$ cat src/rtl/rsbus_r2d_extractor.sv
// Ring-to-device frame extractor: copies frames addressed to NODE_ID off the
// ring into a two-slot ping-pong buffer, releases their ring slot, and offers
// buffered frames word by word on a valid/ack read port.
module rsbus_r2d_extractor #(
  parameter logic [7:0] NODE_ID = 8'h00
) (
  input  logic        clk,
  input  logic        rst,
  input  logic        i_sof,
  input  logic [71:0] i_bus,
  output logic        o_sof,
  output logic [71:0] o_bus,
  output logic        frm_o_stb,
  output logic        frm_o_sof,
  output logic [71:0] frm_o_bus,
  input  logic        frm_o_ack,
  output logic        miss,
  output logic        ff_err
);

  typedef enum logic {
    IDLE = 1'b0,
    CAPT = 1'b1
  } wr_state_t;

  wr_state_t   state, state_nxt;

  logic [71:0] mem [2][9];
  logic [3:0]  slot_last [2];

  logic        wr_ptr;
  logic        rd_ptr;
  logic [3:0]  wcnt, wcnt_nxt;
  logic [3:0]  wlast, wlast_nxt;
  logic [3:0]  wr_idx;
  logic [3:0]  rcnt;
  logic [1:0]  occ;

  logic        hdr_hit;
  logic        slot_free;
  logic        match;
  logic        take_hdr;
  logic        wr_en;
  logic        commit;
  logic        abort;
  logic        free;

  // Occupancy is the registered count, so a slot freed this cycle only
  // becomes available to a header arriving next cycle.
  assign hdr_hit   = i_sof & i_bus[71] & (i_bus[63:56] == NODE_ID);
  assign slot_free = (occ != 2'd2);
  assign match     = hdr_hit & slot_free;

  assign frm_o_stb = (occ != 2'd0);
  assign frm_o_sof = frm_o_stb & (rcnt == 4'd0);
  assign frm_o_bus = mem[rd_ptr][rcnt];
  assign free      = frm_o_ack & frm_o_stb & (rcnt == slot_last[rd_ptr]);

  // Write FSM state register
  always_ff @(posedge clk or negedge rst) begin
    if (!rst) state <= IDLE;
    else      state <= state_nxt;
  end

  // Write FSM next state: capture, commit on last word, abort on early sof.
  // An aborting sof is re-evaluated as a fresh header in the same cycle.
  always_comb begin
    state_nxt = state;
    wcnt_nxt  = wcnt;
    wlast_nxt = wlast;
    wr_en     = 1'b0;
    wr_idx    = wcnt;
    commit    = 1'b0;
    abort     = 1'b0;
    take_hdr  = 1'b0;
    case (state)
      IDLE: begin
        take_hdr = match;
      end
      CAPT: begin
        if (i_sof) begin
          abort    = 1'b1;
          take_hdr = match;
          if (!match) state_nxt = IDLE;
        end else begin
          wr_en = 1'b1;
          if (wcnt == wlast) begin
            commit    = 1'b1;
            state_nxt = IDLE;
          end else begin
            wcnt_nxt = wcnt + 4'd1;
          end
        end
      end
      default: state_nxt = IDLE;
    endcase
    if (take_hdr) begin
      wr_en     = 1'b1;
      wr_idx    = 4'd0;
      wcnt_nxt  = 4'd1;
      wlast_nxt = i_bus[39] ? 4'd8 : 4'd1;
      state_nxt = CAPT;
    end
  end

  // Write-side counters, slot lengths, error and miss flags
  always_ff @(posedge clk or negedge rst) begin
    if (!rst) begin
      wcnt         <= '0;
      wlast        <= '0;
      wr_ptr       <= 1'b0;
      slot_last[0] <= '0;
      slot_last[1] <= '0;
      ff_err       <= 1'b0;
      miss         <= 1'b0;
    end else begin
      wcnt   <= wcnt_nxt;
      wlast  <= wlast_nxt;
      ff_err <= ff_err | abort;
      miss   <= hdr_hit & ~slot_free;
      if (commit) begin
        slot_last[wr_ptr] <= wlast;
        wr_ptr            <= ~wr_ptr;
      end
    end
  end

  // Frame buffer storage; contents need no reset since occupancy gates reads
  always_ff @(posedge clk) begin
    if (wr_en) mem[wr_ptr][wr_idx] <= i_bus;
  end

  // Read side: word pointer, slot pointer and committed-slot count
  always_ff @(posedge clk or negedge rst) begin
    if (!rst) begin
      rd_ptr <= 1'b0;
      rcnt   <= '0;
      occ    <= '0;
    end else begin
      if (frm_o_ack && frm_o_stb) begin
        if (free) begin
          rcnt   <= '0;
          rd_ptr <= ~rd_ptr;
        end else begin
          rcnt <= rcnt + 4'd1;
        end
      end
      case ({commit, free})
        2'b10:   occ <= occ + 2'd1;
        2'b01:   occ <= occ - 2'd1;
        default: occ <= occ;
      endcase
    end
  end

  // Ring pass-through with one cycle latency; captured headers lose their slot
  always_ff @(posedge clk or negedge rst) begin
    if (!rst) begin
      o_sof <= 1'b0;
      o_bus <= '0;
    end else begin
      o_sof <= i_sof;
      o_bus <= take_hdr ? {2'b00, i_bus[69:0]} : i_bus;
    end
  end

endmodule
$ cat config.mk
export PLATFORM = sky130hd
export DESIGN_NAME = rsbus_r2d_extractor
export DESIGN_NICKNAME = d
export VERILOG_FILES = /design/src/rtl/rsbus_r2d_extractor.sv
export SDC_FILE = /design/constraint.sdc
export NUM_CORES = 1
export LEC_CHECK = 0
export BUFFER_PORTS_ARGS = -buffer_cell sky130_fd_sc_hd__clkbuf_2
export CAP_MARGIN = 20
export CORE_MARGIN = 2
export CORE_UTILIZATION = 35
export CTS_BUF_LIST = sky130_fd_sc_hd__clkbuf_2 sky130_fd_sc_hd__clkbuf_4 sky130_fd_sc_hd__clkbuf_8
export DETAILED_ROUTE_END_ITERATION = 10
export HOLD_SLACK_MARGIN = 0.08
export SYNTH_ARGS = -nofsm -noshare
export SYNTH_HDL_FRONTEND = slang
export SYNTH_SLANG_ARGS = --single-unit
$ cat constraint.sdc
create_clock -name clk -period 9.1 [get_ports clk]
set_input_delay 1.82 -clock clk [delete_from_list [all_inputs] [get_ports clk]]
set_output_delay 1.82 -clock clk [all_outputs]
set_load 0.02 [all_outputs]
==> impl_metrics.json <==
{
  "outcome": "complete, no violations",
  "vias_per_cell": 5.11,
  "worstHoldStart": "ff_err$_DFF_PN0_",
  "power.leakage_uw": 0.0190,
  "layout_worst_path_cycle_share": 0.677,
  "yosysTopAreaCell": "edfxtp_1",
  "timing.rr.start": "occ[0]$_DFFE_PN0P_",
  "fin_nets": 2879,
  "layout_commonest_cell": "edfxtp_1",
  "fmax_mhz": 162,
  "drv_slew": 0,
  "crit_path_max_fanout": 38,
  "root_buffer": "clkbuf_8",
  "cp.arrival_ps": 4340,
  "ys.flop_type": "edfxtp_1",
  "critPathTopFamily": "buffers and inverters",
  "max_stage_delay_ps": 760,
  "syn_nets": 2508,
  "seq_area_frac_synth": 0.787,
  "grt_start_max_net_pins": 92,
  "rsz0062_at_grt": "no",
  "n_fill_cell": 13100,
  "synth_top_cell_area_share": 0.743,
  "multi_input_area_um2": 10500,
  "use_met3": 0.0335,
  "antenna_found_initial": 7,
  "crit_chain": "buf_4 > buf_4 > mux4_2 > mux2_2 > nand2_1 > o211ai_1 > clkbuf_2",
  "dpl_cell_area_um2": 55800,
  "area_delta_synth_final_pct": 15.4,
  "initial_core_util": 0.354,
  "met2_usage": 0.271,
  "min_period_ps": 6160,
  "ys_types": 46,
  "vdd_ir_drop_max_uv": 222,
  "worst_slew_pin_slew_ps": 1170,
  "clk_latency_ps": 950,
  "cts-hold-fix-buffers": 0,
  "rows": 141,
  "cts-resized-gates": 0,
  "clockBufferDepth": 3,
  "seqCellArea_um2": 41300,
  "cts_tree": "yes",
  "place_congestion": 0.706,
  "cts.clk_slew.worst_paths_ps": 60,
  "yosys-top-cells-area": "edfxtp_1 74%, mux4_2 9.3%, dfrtp_1 4.5%",
  "grt_pass1_wl_mm": 179,
  "required_ps": 7280,
  "cp_slowest_cell": "dfrtp_4",
  "cp-end-kind": "output pin",
  "critPathKind": "flop to output pin",
  "crit_path_frequent_cell": "buf_4",
  "postRouteAntennaNets": 0,
  "die_x_um": 391,
  "clock_skew_ps": 53.8,
  "cp-start-kind": "flop",
  "syn_area_um2": 52400,
  "gr-max-usage-layer": "met2",
  "syn_area_per_cell_um2": 21.6,
  "p_per_area_nw_per_um2": 278,
  "grt.overflow.total": 0,
  "drive_gt1_frac": 0.324,
  "dieArea_um2": 153000,
  "grtUsageTotal": 0.160,
  "setup_violations": 0,
  "ys_async_sr_fraction": 0.0676,
  "wl_per_cell_um": 25.0,
  "met1_usage": 0.206,
  "ys.warnings.count": 0,
  "wl_mm": 123,
  "drcViolationCount": 0,
  "setup_tns_ps": 0,
  "die_y_um": 391,
  "hold_path_class": "flop to flop",
  "io_pins": 225,
  "stdcell_area_um2": 60500,
  "critPathBufInv": 3,
  "place.detailed.hpwl_mm": 67.0,
  "port_buffers": 224,
  "cts_inserted_buffers": 225,
  "postCtsSetupBuffers": 0,
  "maxCapViolations": 0,
  "mostFrequentLayoutCells": "1296 x edfxtp_1, 244 x clkbuf_8, 223 x clkbuf_2",
  "clock_sinks": 1390,
  "grt_pass1_vias": 26500,
  "startpoint": "rd_ptr$_DFFE_PN0P_",
  "synth_seq_cells": 1390,
  "coreArea_um2": 148000,
  "num_vias": 25200,
  "first_pass_iters": 5,
  "syn_inst": 2428,
  "hold_viol": 0,
  "drt_iter0_drc": 1918,
  "max-slew-margin-rel": 0.219,
  "synth-edff-count": 1296,
  "cts.htree.levels": 4
}
## routing by layer
layer / vias up / wire (um)
li1: 10900 / -
met1: 13400 / 51300
met2: 740 / 62100
met3: 193 / 6570
met4: 6 / 2840
met5: - / 41
## final timing paths
kind	slack (ps)	cells past startpoint	to
setup / recovery	2940	7	frm_o_bus[22]
hold / removal	470	1	ff_err$_DFF_PN0_
hold reg to reg	470	1	ff_err$_DFF_PN0_
min in group asynchronous	840	1	o_bus[51]$_DFF_PN0_
max in group asynchronous	6960	2	rd_ptr$_DFFE_PN0P_
setup reg to reg	5260	5	mem[0][442]$_DFFE_PP_
## synth_stat cells, types with 2 or more instances
cell,count
o211ai_1,72
or3b_1,2
a21oi_1,3
nor2_1,28
nor3_1,6
mux2_1,5
xnor2_1,7
mux2i_1,218
xor2_1,5
buf_2,12
buf_1,12
mux2_2,72
ha_1,4
or3_1,2
nand2_1,83
inv_2,2
nand2b_1,2
clkbuf_1,68
nand4_1,2
buf_4,7
dfrtp_1,94
o21ai_1,74
edfxtp_1,1296
a221oi_1,72
nand3_1,6
buf_6,31
nor2b_1,8
mux4_2,216
a31oi_1,2
## logic make-up (layout without fill, tap and decap cells)
| logic type | after synthesis | in the layout | synth area share |
|---|---|---|---|
| adder cells (fa/ha/maj) | 4 | 4 | 0.000955 |
| AND/OR/NAND/NOR | 147 | 147 | 0.0124 |
| multiplexers | 511 | 511 | 0.151 |
| AO/OA/AOI/OAI | 228 | 228 | 0.0306 |
| buffers and inverters | 136 | 702 | 0.0156 |
| flip-flops | 1390 | 1390 | 0.787 |
| XOR/XNOR | 12 | 12 | 0.00201 |
| other | 0 | 1 | 0 |
## area by class of cell
cell class,instances,share of cell area
Sequential cell,1390,0.682
Multi-Input combinational cell,902,0.173
Clock buffer,314,0.0642
Tap cell,1930,0.0399
Timing Repair Buffer,277,0.0268
Clock inverter,108,0.0133
Inverter,3,0.000227
Antenna cell,1,0.0000414
## metrics by stage
stage | utilization | setup WS [ps] | power [uW] | std cells | hold WS, ps
after CTS | 0.408 | 2710 | 17200 | 4922 | 468
after global placement | 0.376 | 3220 | 11600 | 4498 | 440
after floorplan | - | 928 | 10200 | 2428 | 457
after detailed placement | 0.376 | 3310 | 11600 | 4500 | 457
final | 0.408 | 2940 | 16800 | 4925 | 470
after global routing | 0.408 | 2630 | 17600 | 4925 | 475
## where the power goes
group | switching (uW) | internal [uW] | total (uW)
Combinational | 2450 | 1710 | 4160
Clock | 2550 | 2990 | 5540
Sequential | 108 | 7020 | 7120
Total | 5110 | 11700 | 16800
## state kept, by name (all words and copies together), names as in the netlist
| name | flops |
|---|---|
| ff_err | 1 |
| wr_ptr | 1 |
| slot_last | 4 |
| rd_ptr | 1 |
| rcnt | 4 |
| o_bus | 72 |
| occ | 2 |
| o_sof | 1 |
| wlast | 2 |
| wcnt | 4 |
| miss | 1 |
| mem | 1296 |
| state | 1 |
No activity file was read; power rests on OpenSTA's default activity.
